===== src/rtl/regfile_write_arbiter_if.sv =====
// Write-port bundle between two writeback requesters, the arbiter and the register file.
interface regfile_write_arbiter_if;
  logic        req0Valid;
  logic [2:0]  req0Num;
  logic [15:0] req0Data;
  logic        req0Ready;
  logic        req1Valid;
  logic [2:0]  req1Num;
  logic [15:0] req1Data;
  logic        req1Ready;
  logic        regWrite;
  logic [2:0]  regWriteNum;
  logic [15:0] writeData;
  logic        zeroErr;

  modport slave (
    input  req0Valid, req0Num, req0Data,
    input  req1Valid, req1Num, req1Data,
    output req0Ready, req1Ready,
    output regWrite, regWriteNum, writeData, zeroErr
  );

  modport master (
    output req0Valid, req0Num, req0Data,
    output req1Valid, req1Num, req1Data,
    input  req0Ready, req1Ready,
    input  regWrite, regWriteNum, writeData, zeroErr
  );
endinterface


===== src/rtl/regfile_write_arbiter.sv =====
// Two-requester register-file write arbiter, round-robin by default; defining
// ARB_FIXED_PRIO_EN makes requester 0 always win and removes the priority pointer.
module regfile_write_arbiter (
  input  logic                           clk,
  input  logic                           rst_n,
  regfile_write_arbiter_if.slave         bus
);

  typedef enum logic [0:0] {
    IDLE  = 1'b0,
    WRITE = 1'b1
  } state_t;

  state_t      state_r;
  state_t      stateNext_s;
  logic        grant0_s;
  logic        grant1_s;
  logic        xfer_s;
  logic [2:0]  xferNum_s;
  logic [15:0] xferData_s;
  logic        xferNonZero_s;
  logic [2:0]  regWriteNum_r;
  logic [15:0] writeData_r;
  logic        zeroErr_r;

`ifdef ARB_FIXED_PRIO_EN
  // Fixed priority grant: requester 0 always wins a contest
  always_comb begin
    grant0_s = bus.req0Valid;
    grant1_s = bus.req1Valid & ~bus.req0Valid;
  end
`else
  logic prioPtr_r;

  // Round-robin grant: contest resolved by the priority pointer
  always_comb begin
    grant0_s = bus.req0Valid & (~bus.req1Valid | ~prioPtr_r);
    grant1_s = bus.req1Valid & (~bus.req0Valid |  prioPtr_r);
  end

  // Pointer moves to the loser after every grant, holds otherwise
  always_ff @(posedge clk) begin
    if (!rst_n) begin
      prioPtr_r <= 1'b0;
    end else if (grant0_s) begin
      prioPtr_r <= 1'b1;
    end else if (grant1_s) begin
      prioPtr_r <= 1'b0;
    end else begin
      prioPtr_r <= prioPtr_r;
    end
  end
`endif

  // Ready is the grant, forced low while reset is held
  always_comb begin
    bus.req0Ready = grant0_s & rst_n;
    bus.req1Ready = grant1_s & rst_n;
  end

  // Select the granted transfer
  always_comb begin
    xfer_s     = 1'b0;
    xferNum_s  = 3'd0;
    xferData_s = 16'd0;
    if (grant0_s) begin
      xfer_s     = 1'b1;
      xferNum_s  = bus.req0Num;
      xferData_s = bus.req0Data;
    end else if (grant1_s) begin
      xfer_s     = 1'b1;
      xferNum_s  = bus.req1Num;
      xferData_s = bus.req1Data;
    end else begin
      xfer_s     = 1'b0;
    end
    xferNonZero_s = xfer_s & (xferNum_s != 3'd0);
  end

  // State register
  always_ff @(posedge clk) begin
    if (!rst_n) begin
      state_r <= IDLE;
    end else begin
      state_r <= stateNext_s;
    end
  end

  // Next state: WRITE only for a transfer to a real (nonzero) register
  always_comb begin
    stateNext_s = IDLE;
    case (state_r)
      IDLE:    stateNext_s = xferNonZero_s ? WRITE : IDLE;
      WRITE:   stateNext_s = xferNonZero_s ? WRITE : IDLE;
      default: stateNext_s = IDLE;
    endcase
  end

  // Registered write address/data hold across idle and r0 cycles
  always_ff @(posedge clk) begin
    if (!rst_n) begin
      regWriteNum_r <= 3'd0;
      writeData_r   <= 16'd0;
      zeroErr_r     <= 1'b0;
    end else begin
      zeroErr_r <= xfer_s & (xferNum_s == 3'd0);
      if (xferNonZero_s) begin
        regWriteNum_r <= xferNum_s;
        writeData_r   <= xferData_s;
      end else begin
        regWriteNum_r <= regWriteNum_r;
        writeData_r   <= writeData_r;
      end
    end
  end

  assign bus.regWrite    = (state_r == WRITE);
  assign bus.regWriteNum = regWriteNum_r;
  assign bus.writeData   = writeData_r;
  assign bus.zeroErr     = zeroErr_r;

endmodule


===== src/flat_wrapper.sv =====
// flat-port wrapper written by rule: the top's interface ports become plain ports
module regfile_write_arbiter_flat 
  (clk, rst_n, bus_req0Valid, bus_req0Num, bus_req0Data, bus_req1Valid, bus_req1Num, bus_req1Data, bus_req0Ready, bus_req1Ready, bus_regWrite, bus_regWriteNum, bus_writeData, bus_zeroErr);
  regfile_write_arbiter_if bus_i ();
  input  logic clk;
  input  logic rst_n;
  input wire logic [$bits(bus_i.req0Valid)-1:0] bus_req0Valid;
  input wire logic [$bits(bus_i.req0Num)-1:0] bus_req0Num;
  input wire logic [$bits(bus_i.req0Data)-1:0] bus_req0Data;
  input wire logic [$bits(bus_i.req1Valid)-1:0] bus_req1Valid;
  input wire logic [$bits(bus_i.req1Num)-1:0] bus_req1Num;
  input wire logic [$bits(bus_i.req1Data)-1:0] bus_req1Data;
  output wire logic [$bits(bus_i.req0Ready)-1:0] bus_req0Ready;
  output wire logic [$bits(bus_i.req1Ready)-1:0] bus_req1Ready;
  output wire logic [$bits(bus_i.regWrite)-1:0] bus_regWrite;
  output wire logic [$bits(bus_i.regWriteNum)-1:0] bus_regWriteNum;
  output wire logic [$bits(bus_i.writeData)-1:0] bus_writeData;
  output wire logic [$bits(bus_i.zeroErr)-1:0] bus_zeroErr;
  assign bus_i.req0Valid = bus_req0Valid;
  assign bus_i.req0Num = bus_req0Num;
  assign bus_i.req0Data = bus_req0Data;
  assign bus_i.req1Valid = bus_req1Valid;
  assign bus_i.req1Num = bus_req1Num;
  assign bus_i.req1Data = bus_req1Data;
  assign bus_req0Ready = bus_i.req0Ready;
  assign bus_req1Ready = bus_i.req1Ready;
  assign bus_regWrite = bus_i.regWrite;
  assign bus_regWriteNum = bus_i.regWriteNum;
  assign bus_writeData = bus_i.writeData;
  assign bus_zeroErr = bus_i.zeroErr;
  regfile_write_arbiter u_core (.clk(clk), .rst_n(rst_n), .bus(bus_i));
endmodule

===== config.mk =====
export PLATFORM = sky130hd
export DESIGN_NAME = regfile_write_arbiter_flat
export DESIGN_NICKNAME = d
export VERILOG_FILES = /design/src/rtl/regfile_write_arbiter_if.sv /design/src/rtl/regfile_write_arbiter.sv /design/src/flat_wrapper.sv
export SDC_FILE = /design/constraint.sdc
export NUM_CORES = 1
export LEC_CHECK = 0
export CORE_UTILIZATION = 32
export DETAILED_ROUTE_END_ITERATION = 16
export PLACE_DENSITY_LB_ADDON = 0.12
export SKIP_CTS_REPAIR_TIMING = 1
export SLEW_MARGIN = 15
export SYNTH_ARGS = -nofsm -noshare
export SYNTH_HDL_FRONTEND = slang
export SYNTH_SLANG_ARGS = --single-unit

===== constraint.sdc =====
create_clock -name clk -period 1.6 [get_ports clk]
set_input_delay 0.32 -clock clk [delete_from_list [all_inputs] [get_ports clk]]
set_output_delay 0.32 -clock clk [all_outputs]
set_load 0.05 [all_outputs]

==> metrics.txt <==
post-synthesis instance area 1035 um2; Worst R2R Setup Slack -60 ps; Hold Vio Cnt, Final 0; FMAX 601.4 MHz; Critical-path top delay cell dfxtp_4; initial antenna violation count 0; CP required 1280 ps; Final GP Congestion 0.7340; port bufs 64; GR Util met1 24.29%; Ys Warns 0; final layout net count 226; post-route ant nets 0; die area 3465 um2; Clock Latency Late Sink 320 ps; Rel. slew slack 75.76%; share of post-route cells with drive strength above 1 46.45%; Worst R2R Path Depth 6; Max Cap Viol 0; DR WL/cell 17.03 um; failing checks setup timing; PD cells 905.0 nW/um2; GRT Overall Usage 19.72%; run status finished with violations; fin cells 227; Initial Utilization 33.89%; Post-Syn Nets 150; final count of negative-setup-slack endpoints 18; clock sink count 22; CTS buffer count 3; worst path cell trace a21boi_4 -> buf_6 -> and2_4 -> buf_12; commonest cells after routing, fill and taps aside 39 x clkdlybuf4s50_1, 38 x buf_4, 21 x dfxtp_1; min Tclk post-route 1663 ps; Vias/cell 5.511; total power 1.866 mW; Clock transition at path regs 130 ps; Worst setup SP type register; global route overflow 0; Slew Limit Fails 0; Area after DPL 1730 um2; Via Count 1251; CP Capture Type output port; Die W 58.87 um; GR peak layer met2; met3 Track Usage GR 3.297%; leakage power 0.8281 nW; clock skew 6.163 ps; largest net degree at the start of global routing 22; TritonCTS clock tree built; Mapped Cells 108; H-tree depth 1; site row count 20; hold_ws 478.5 ps; Design Area, Final 2062 um2; commonest non-fill, non-tap cell in the layout clkdlybuf4s50_1; #FFs+latches synth 22; I/O pin cnt 65; VDD IR max 0.4922 mV; Post-Place Cells 216; final wirelength 3.865 mm; WS Path Type register to output port; Root Driver clkbuf_4; Reg-to-Reg Start u_core.prioPtr_r; die height 58.87 um; clk buf depth 2; crit path to bus_req0Ready; Seq/Total Area, Yosys 42.56%; Mean Syn Cell Area 9.581 um2; critical path startpoint u_core.prioPtr_r; HP Class register to register; Slew @ Worst Pin 358.9 ps; Core ar. 3053 um2; Setup WS post-layout -62.79 ps; Residual DRC 0; vias in the first global route 1139; Worst Path Max Fanout 8; RSZ-0062 raised after global routing yes; HPWL after DPL 2.484 mm; r2r endpoint u_core.bus.writeData[6]; DRT Pass-1 Iters 4; ANT cells 0; met2 global-route usage 34.42%; Largest stage delay, worst path 390 ps; Arr. time, crit path 1340 ps; Setup TNS Final -490.6 ps; Iter 0 DRT Violations 56; Synth cell types 19; Synth-to-Final Area Change 99.27%; first-pass GRT wire length 5.181 mm; period utilisation layout 103.9%
[cells in the mapped netlist (all sizes together)]
cell type | instances | area [um2]
o41ai | 16 | 140.1
or3 | 1 | 6.260
and3 | 1 | 6.260
a32o | 3 | 30.03
a32oi | 16 | 140.1
o21ai | 2 | 10.01
clkbuf | 7 | 26.28
inv | 3 | 11.26
buf | 9 | 63.81
nand2b | 1 | 13.76
dfxtp | 22 | 440.4
nor3 | 3 | 15.01
nor2 | 1 | 3.750
a21oi | 17 | 85.08
o21a | 3 | 22.52
a21boi | 1 | 7.510
and2 | 1 | 6.260
nor2b | 1 | 6.260
[registers in the layout, summed over array words and instances, names as in the netlist]
signal and count:
u_core.bus.zeroErr 1, u_core.bus.regWriteNum 3, u_core.bus.writeData 16, u_core.bus.regWrite 1, u_core.prioPtr_r 1
[per-stage QoR]
step / setup slack (ps) / util [%]
floorplan: -13.08 / -
global placement: -474.9 / 56.68
detailed placement: -544.9 / 56.68
CTS: -552.8 / 58.40
global route: -106.3 / 67.54
finish: -62.79 / 67.54
[where the power goes]
part / total (mW) / internal [mW] / switching (mW)
clock: 0.441 / 0.253 / 0.188
combinational: 0.778 / 0.339 / 0.439
sequential: 0.647 / 0.605 / 0.0417
total: 1.87 / 1.20 / 0.669
[worst min-delay path by stage]
stage	start	to	slack [ps]	cells after the start
after floorplan	u_core.prioPtr_r	u_core.prioPtr_r	440	1
after CTS	u_core.prioPtr_r	u_core.prioPtr_r	510	1
after detailed placement	u_core.prioPtr_r	u_core.prioPtr_r	480	1
after global routing	u_core.prioPtr_r	u_core.prioPtr_r	490	1
final	u_core.prioPtr_r	u_core.prioPtr_r	480	1
after global placement	u_core.prioPtr_r	u_core.prioPtr_r	470	1
[critical path: cells and delay by family (launching register included)]
family / cells / cell delay, ps
compound gates: 1 / 190
buf+inv: 2 / 280
flops: 1 / 390
simple gates: 1 / 160
[layer usage]
metal / wire (um) / vias to the layer above
met2: 1969 / 47
met1: 1642 / 600
met3: 169 / 9
li1: - / 595
met5: 0 / -
met4: 84 / 0
[final cells by class]
class                      instances  area (um2)
clock inverter                     1       30.03
inverter                           3       11.26
sequential                        22       444.2
fill                             258       991.0
timing repair buffer              87       833.3
multi-input combinational         67       665.6
clock buffer                       3       22.52
tap                               44       55.05
[logic make-up (layout without fill, tap and decap cells)]
kind of cell           Yosys count  count (layout)  share of synthesized area (%)
buffers and inverters           19              94                          9.795
and+or+nand+nor                  9               9                          5.563
DFF                             22              22                          42.56
AOI/OAI and AO/OA               58              58                          42.08
No activity file was read; power rests on OpenSTA's default activity.
